## src/rtl/control_fsm.sv

```systemverilog
// rtl/control_fsm.sv - multicycle RV32 subset control FSM with retired-instruction counter
module control_fsm #(
    parameter bit TRAP_ILLEGAL = 1'b1
) (
    input  logic        clk,
    input  logic        reset_n,
    input  logic [6:0]  op,
    input  logic [2:0]  funct3,
    input  logic        funct7b5,
    input  logic        zero,
    output logic        pc_write,
    output logic        adr_src,
    output logic        mem_write,
    output logic        ir_write,
    output logic        reg_write,
    output logic [1:0]  result_src,
    output logic [1:0]  alu_src_a,
    output logic [1:0]  alu_src_b,
    output logic [1:0]  imm_src,
    output logic [2:0]  alu_control,
    output logic        illegal,
    output logic [31:0] instret
);

    typedef enum logic [3:0] {
        S_FETCH, S_DECODE, S_MEMADR, S_MEMREAD, S_MEMWB, S_MEMWRITE,
        S_EXECUTER, S_EXECUTEI, S_ALUWB, S_BEQ, S_JAL, S_ILLEGAL
    } state_t;

    typedef enum logic [1:0] {
        ALU_ADD   = 2'b00,
        ALU_SUB   = 2'b01,
        ALU_FUNCT = 2'b10
    } alu_op_t;

    localparam logic [6:0] OP_LW  = 7'b0000011;
    localparam logic [6:0] OP_SW  = 7'b0100011;
    localparam logic [6:0] OP_R   = 7'b0110011;
    localparam logic [6:0] OP_I   = 7'b0010011;
    localparam logic [6:0] OP_JAL = 7'b1101111;
    localparam logic [6:0] OP_BEQ = 7'b1100011;

    state_t      state_q, state_d;
    alu_op_t     alu_op_q, alu_op_d;
    logic        pc_write_q, pc_write_d;
    logic        branch_q, branch_d;
    logic        adr_src_q, adr_src_d;
    logic        mem_write_q, mem_write_d;
    logic        ir_write_q, ir_write_d;
    logic        reg_write_q, reg_write_d;
    logic [1:0]  result_src_q, result_src_d;
    logic [1:0]  alu_src_a_q, alu_src_a_d;
    logic [1:0]  alu_src_b_q, alu_src_b_d;
    logic        illegal_q, illegal_d;
    logic [31:0] instret_q, instret_d;

    always_comb begin
        state_d = state_q;
        case (state_q)
            S_FETCH:    state_d = S_DECODE;
            S_DECODE: begin
                case (op)
                    OP_LW, OP_SW: state_d = S_MEMADR;
                    OP_R:         state_d = S_EXECUTER;
                    OP_I:         state_d = S_EXECUTEI;
                    OP_JAL:       state_d = S_JAL;
                    OP_BEQ:       state_d = S_BEQ;
                    default:      state_d = TRAP_ILLEGAL ? S_ILLEGAL : S_FETCH;
                endcase
            end
            S_MEMADR:   state_d = (op == OP_LW) ? S_MEMREAD : S_MEMWRITE;
            S_MEMREAD:  state_d = S_MEMWB;
            S_MEMWB:    state_d = S_FETCH;
            S_MEMWRITE: state_d = S_FETCH;
            S_EXECUTER: state_d = S_ALUWB;
            S_EXECUTEI: state_d = S_ALUWB;
            S_ALUWB:    state_d = S_FETCH;
            S_JAL:      state_d = S_ALUWB;
            S_BEQ:      state_d = S_FETCH;
            S_ILLEGAL:  state_d = S_ILLEGAL;
            default:    state_d = S_FETCH;
        endcase
    end

    // Outputs are decoded from the next state so they are registered alongside it.
    always_comb begin
        pc_write_d   = 1'b0;
        branch_d     = 1'b0;
        adr_src_d    = 1'b0;
        mem_write_d  = 1'b0;
        ir_write_d   = 1'b0;
        reg_write_d  = 1'b0;
        result_src_d = 2'b00;
        alu_src_a_d  = 2'b00;
        alu_src_b_d  = 2'b00;
        alu_op_d     = ALU_ADD;
        case (state_d)
            S_FETCH: begin
                ir_write_d   = 1'b1;
                pc_write_d   = 1'b1;
                alu_src_b_d  = 2'b10;
                result_src_d = 2'b10;
            end
            S_DECODE: begin
                alu_src_a_d = 2'b01;
                alu_src_b_d = 2'b01;
            end
            S_MEMADR: begin
                alu_src_a_d = 2'b10;
                alu_src_b_d = 2'b01;
            end
            S_MEMREAD:  adr_src_d = 1'b1;
            S_MEMWB: begin
                result_src_d = 2'b01;
                reg_write_d  = 1'b1;
            end
            S_MEMWRITE: begin
                adr_src_d   = 1'b1;
                mem_write_d = 1'b1;
            end
            S_EXECUTER: begin
                alu_src_a_d = 2'b10;
                alu_op_d    = ALU_FUNCT;
            end
            S_EXECUTEI: begin
                alu_src_a_d = 2'b10;
                alu_src_b_d = 2'b01;
                alu_op_d    = ALU_FUNCT;
            end
            S_ALUWB:    reg_write_d = 1'b1;
            S_JAL: begin
                alu_src_a_d = 2'b01;
                alu_src_b_d = 2'b10;
                pc_write_d  = 1'b1;
            end
            S_BEQ: begin
                alu_src_a_d = 2'b10;
                alu_op_d    = ALU_SUB;
                branch_d    = 1'b1;
            end
            default: ;
        endcase
    end

    // A transition into FETCH from any other state marks one retired instruction.
    always_comb begin
        instret_d = instret_q;
        if (state_d == S_FETCH && state_q != S_FETCH) begin
            instret_d = instret_q + 32'd1;
        end
        illegal_d = illegal_q | (state_d == S_ILLEGAL);
    end

    always_ff @(posedge clk or negedge reset_n) begin
        if (!reset_n) begin
            state_q      <= S_FETCH;
            pc_write_q   <= 1'b1;
            branch_q     <= 1'b0;
            adr_src_q    <= 1'b0;
            mem_write_q  <= 1'b0;
            ir_write_q   <= 1'b1;
            reg_write_q  <= 1'b0;
            result_src_q <= 2'b10;
            alu_src_a_q  <= 2'b00;
            alu_src_b_q  <= 2'b10;
            alu_op_q     <= ALU_ADD;
            illegal_q    <= 1'b0;
            instret_q    <= 32'd0;
        end else begin
            state_q      <= state_d;
            pc_write_q   <= pc_write_d;
            branch_q     <= branch_d;
            adr_src_q    <= adr_src_d;
            mem_write_q  <= mem_write_d;
            ir_write_q   <= ir_write_d;
            reg_write_q  <= reg_write_d;
            result_src_q <= result_src_d;
            alu_src_a_q  <= alu_src_a_d;
            alu_src_b_q  <= alu_src_b_d;
            alu_op_q     <= alu_op_d;
            illegal_q    <= illegal_d;
            instret_q    <= instret_d;
        end
    end

    always_comb begin
        case (op)
            OP_SW:   imm_src = 2'b01;
            OP_BEQ:  imm_src = 2'b10;
            OP_JAL:  imm_src = 2'b11;
            default: imm_src = 2'b00;
        endcase
    end

    always_comb begin
        alu_control = 3'b000;
        case (alu_op_q)
            ALU_SUB:   alu_control = 3'b001;
            ALU_FUNCT: begin
                case (funct3)
                    3'b000:  alu_control = (op[5] & funct7b5) ? 3'b001 : 3'b000;
                    3'b010:  alu_control = 3'b101;
                    3'b110:  alu_control = 3'b011;
                    3'b111:  alu_control = 3'b010;
                    default: alu_control = 3'b000;
                endcase
            end
            default:   alu_control = 3'b000;
        endcase
    end

    // BEQ's PC load follows the live zero flag rather than a registered copy.
    assign pc_write   = pc_write_q | (branch_q & zero);
    assign adr_src    = adr_src_q;
    assign mem_write  = mem_write_q;
    assign ir_write   = ir_write_q;
    assign reg_write  = reg_write_q;
    assign result_src = result_src_q;
    assign alu_src_a  = alu_src_a_q;
    assign alu_src_b  = alu_src_b_q;
    assign illegal    = illegal_q;
    assign instret    = instret_q;

endmodule

```

## config.mk

```make
export PLATFORM = sky130hd
export DESIGN_NAME = control_fsm
export DESIGN_NICKNAME = d
export VERILOG_FILES = /design/src/rtl/control_fsm.sv
export SDC_FILE = /design/constraint.sdc
export NUM_CORES = 1
export LEC_CHECK = 0
export ABC_AREA = 1
export ABC_CLOCK_PERIOD_IN_PS = 1500
export BUFFER_PORTS_ARGS = -buffer_cell sky130_fd_sc_hd__buf_4
export CELL_PAD_IN_SITES_DETAIL_PLACEMENT = 2
export CELL_PAD_IN_SITES_GLOBAL_PLACEMENT = 2
export CORE_UTILIZATION = 31
export CTS_BUF_LIST = sky130_fd_sc_hd__clkbuf_2 sky130_fd_sc_hd__clkbuf_4 sky130_fd_sc_hd__clkbuf_8
export DETAILED_ROUTE_END_ITERATION = 6
export PLACE_DENSITY_LB_ADDON = 0.15
export SYNTH_ARGS = -nofsm -noshare
export SYNTH_HDL_FRONTEND = slang
export SYNTH_SLANG_ARGS = --single-unit
export TNS_END_PERCENT = 1
```

## constraint.sdc

```tcl
create_clock -name clk -period 1.5 [get_ports clk]
set_input_delay 0.3 -clock clk [delete_from_list [all_inputs] [get_ports clk]]
set_output_delay 0.3 -clock clk [all_outputs]
set_load 0.02 [all_outputs]
```

# Yosys cells after proc, flatten, opt, wreduce, memory -nomap -nowiden
# Cells that the tools add are included.
[op_classes] add_sub_neg=1 n_eq_ne=29 muxes=17 n_bitwise=4 reduce_logical=14
[ops] op="32-bit by 1-bit adder with 32-bit output (second input constant)" n=1
[ops] op="4-bit by 3-bit == test with 1-bit output (second input constant)" n=6
[ops] op="4-bit == test (second input constant)" n=6
[ops] op="4-bit case mux with 6 select lines" n=1
[ops] op="4-bit case mux with 5 select lines" n=1
[ops] op="4-bit by 2-bit == test with 1-bit output (second input constant)" n=4
[ops] op="2-bit case mux with 2 select lines" n=4
[ops] op="7-bit by 6-bit == test with 1-bit output (second input constant)" n=2
[ops] op="7-bit == test (second input constant)" n=2
[ops] op="3-bit case mux with 4 select lines" n=1
[ops] op="2-bit OR reduction" n=6
[ops] op="4-bit by 1-bit == test with 1-bit output (second input constant)" n=2
[ops] op="4-bit logical NOT" n=2
[ops] op="7-bit by 2-bit == test with 1-bit output (second input constant)" n=1
[ops] op="7-bit by 5-bit == test with 1-bit output (second input constant)" n=1
[ops] op="1-bit two-way mux" n=7
[ops] op="3-bit == test (second input constant)" n=2
[ops] op="2-bit case mux with 3 select lines" n=1
[ops] op="3-bit case mux with 2 select lines" n=1
[ops] op="3-bit OR reduction" n=2
[ops] op="4-bit nonzero test" n=1
[ops] op="4-bit OR reduction" n=1
[ops] op="3-bit by 2-bit == test with 1-bit output (second input constant)" n=1
[ops] op="3-bit logical NOT" n=1
[ops] op="6 further kinds" n=8
[totals] reg_bits=51 output_inout_bits=49 word_cells=78

# Longest topological paths before layout
[logic_depth] depth_word=7 depth_mapped=11 mapped_depth_nobuf=11

# Least setup slack after synthesis
# Ideal clock, no wire load.
[synth_path] kind="reg-to-output" startpoint="reg alu_op_q[1]" endpoint="out alu_control[2]" arrival_time_ps=1284 required_ps=1200 slack_ps=-84 stages_incl_launch_ff=5 path_buffers=0 path_cell_list="dfrtp_1 > inv_1 > ha_1 > nand3b_1 > nor3_1"
[synth_between] elab_chain_cells=2
[synth_lines] item="from (decl)" line_no="44" rtl="alu_op_t alu_op_q, alu_op_d;"
[synth_lines] item="from (signal assigned)" line_no="180" rtl="alu_op_q <= alu_op_d;"
[synth_lines] item="2-bit == test / 2-bit by 1-bit == test with 1-bit output (equally long branches)" line_no="197" rtl="case (alu_op_q)"
[synth_lines] item="3-bit case mux with 2 select lines (*)" line_no="197"
[synth_lines] item="to (decl)" line_no="20" rtl="output logic [2:0] alu_control,"
# Mark *: on every way between the ends. The rest lies on a longest branch, timed or not.

# Worst setup path in the final report
[layout_path] startpoint="reg alu_op_q[1]" endpoint="out alu_control[1]"
# Same word-level chain as after synthesis.

==> results.yml <==
floorplan:
  initial_utilization_pct: 32.5
  die-area_um2: 9710
  rows: 34
  die_x_um: 98.5
  core_um2: 8890
  die_h_um: 98.5
  io_pins: 63
global_routing:
  grt_overflow: 0
  grt.total_usage_pct: 23.2
  grt_max_degree: 27
  grt_pass1_wl_mm: 17.5
  antenna_found_initial: 0
  grt_pass1_vias: 3397
outcome:
  violations: "setup timing"
  status: "finished, violations left"
timing:
  finalCritPeriodShare_pct: 122
  finalMaxSlewViolations: 0
  holdWs_ns: 0.362
  fmax_ghz: 0.549
  hold_viol_final: 0
  setup_viol: 16
  tightest_slew_ns: 0.345
  fin_skew_ns: 0.0123
  finalSetupTns_ns: -1.61
  rsz0062_at_grt: "yes"
  period_needed_ns: 1.82
  slew_headroom_pct: 76.8
  worst_slack_ns: -0.323
critical_path:
  crit_end: "alu_control[1]"
  cp_cell_sequence: "inv_2, ha_4, nand3b_1, nor2_1, buf_4"
  crit_type: "register to primary output"
  r2r_setup_slack_ns: -0.15
  r2r_start: "instret[0]"
  startpoint_type: "register"
  r2r_cells: 10
  max_stage_delay_ns: 0.40
  crit_fanout: 2
  worst_setup_path_end_kind: "primary output"
  worstPathRequired_ns: 1.20
  critPathSlowestCell: "dfrtp_1"
  crit_arrival_ns: 1.52
  startpoint: "alu_op_q[1]"
  timing.rr.end: "instret[18]"
pwr:
  vdd_drop_max_mv: 0.702
  switchingPower_mw: 2.24
  combPwrFrac_pct: 49.2
  seqPwrFrac_pct: 34.1
  finalPower_mw: 5.07
  p_clk_share_pct: 16.7
  power_density_nw_per_um2: 1260
  p_leak_nw: 1.97
  intPower_mw: 2.83
  switching_share_pct: 44.2
run:
  maxCapViolations: 0
clocking:
  clockBufferDepth: 2
  cts-htree-levels: 2
  root_buffer: "clkbuf_8"
  cts-buffers-inserted: 5
  clk_latency_ns: 0.31
  clock-sinks: 48
  cts_tree: "done"
  clk_pin_slew_ns: 0.09
logic_synthesis:
  async_flop_share_pct: 100
  synth.distinct_cells: 32
  yosysMostFrequentCell: "nand2_1"
  syn_inst: 394
  synth-edff-count: 0
  synth_top_area_share_pct: 39.8
  synth_largest_area_cell: "dfrtp_1"
  synth_ff_type: "dfrtp_1"
  synth_warnings: 0
  synthTopCellsByCount: "nand2_1, dfrtp_1, nor2_1, inv_1, nand3_1"
  avgSynthCellArea_um2: 7.33
  syn-num-nets: 411
  yosys_register_bits: 48
  ys_top_cells_by_area: "dfrtp_1, nand2_1, nor2_1, inv_1, xnor2_1"
  yosysSeqAreaShare_pct: 41.7
  synth_area_um2: 2890
finish:
  diodes: 0
  nNetsFinal: 510
  nFillCells: 1057
  drive_gt1_share_pct: 36.2
  design_area_um2: 4030
  utilization_pct: 45.3
  area_delta_synth_final_pct: 39.5
  instances_no_fill: 602
route:
  drt-initial-drc-count: 48
  ant_nets: 0
  vias: 2970
  post-route-drc-count: 0
  wl_per_cell_um: 18.2
  wirelength_mm: 11.0
  vias_per_cell: 4.93
  dr.pass1.iters: 6
placement:
  place.gp.congestion: 0.800
  detailed_place_hpwl_mm: 8.31
  portBuffers: 62
  dp_cells: 591
  dp_slack_ns: -0.0522
  placed_cell_area_um2: 3740
hold_path:
  min_path_type: "input port to register"
  hp-start: "op[5]"
==> cell usage in the layout (no fill, tap or decap), drive strengths merged, types with 5 or more instances in the layout <==
cell type,instances
nand3b,8
xnor2,14
nand2,153
inv,44
xor2,8
dfrtp,46
nand3,23
nand4,5
nor2,56
clkbuf,7
nor3,13
buf,97
==> worst min-delay path by stage <==
stage	slack, ns	end	cells after the start
after detailed placement	0.23	instret[13]	1
after CTS	0.36	mem_write	3
after floorplan	0.004	adr_src	0
after global routing	0.37	mem_write	3
final	0.36	mem_write	3
after global placement	0.23	instret[13]	1
==> sequential cells by signal, summed over array words and instances (netlist names) <==
signal,flops
instret,32
alu_op_q,2
alu_src_b,1
adr_src,1
mem_write,1
alu_src_a,2
result_src,2
illegal,1
state_q,4
pc_write_q,1
reg_write,1
==> repair_timing <==
action,in CTS,in global routing
gates resized for setup,12,39
hold buffers,1,0
pin swaps,1,5
hold endpoints to repair,22,0
buffers inserted,1,1
setup endpoints to repair,15,32
==> worst max-delay path: cells and delay by family (launching register included) <==
family | cells | cell delay [ns]
buffers and inverters | 2 | 0.25
and+or+nand+nor | 2 | 0.36
DFF | 1 | 0.40
adders and majority gates | 1 | 0.21
==> routing by layer <==
layer	GRT usage, %	up-vias	part of all wire, %
li1	-	1412	-
met4	7.92	0	2.3
met3	3.26	19	2.0
met5	0	-	0
met2	44.4	46	54
met1	26.3	1493	41
==> final cells by class <==
cell class | count | area, um^2 | area share (%)
tap | 108 | 135 | 3.35
clock inverter | 1 | 8.76 | 0.217
sequential | 48 | 1210 | 30.0
inverter | 44 | 165 | 4.10
timing repair buffer | 98 | 776 | 19.2
multi-input combinational | 296 | 1650 | 41.0
clock buffer | 7 | 83.8 | 2.08
==> cells by family after synthesis <==
kind of cell               count (synthesis)  share of synthesized area [%]
AOI/OAI and AO/OA                         11                           2.56
xor gates and xnor gates                  22                           6.67
adders and majority gates                  3                           1.30
buffers and inverters                     50                           7.23
DFF                                       48                           41.7
and+or+nand+nor                          260                           40.6
==> power groups by stage <==
stage | Combinational (mW) | Sequential [mW] | Clock, mW
2_1_floorplan | 1.11 | 1.90 | 0
3_5_place_dp | 2.34 | 1.73 | 0
6_report | 2.49 | 1.73 | 0.845
3_3_place_gp | 2.24 | 1.71 | 0
5_1_grt | 2.69 | 1.75 | 0.914
4_1_cts | 2.37 | 1.71 | 0.869
Note: power is estimated with default switching activity, not from simulation.
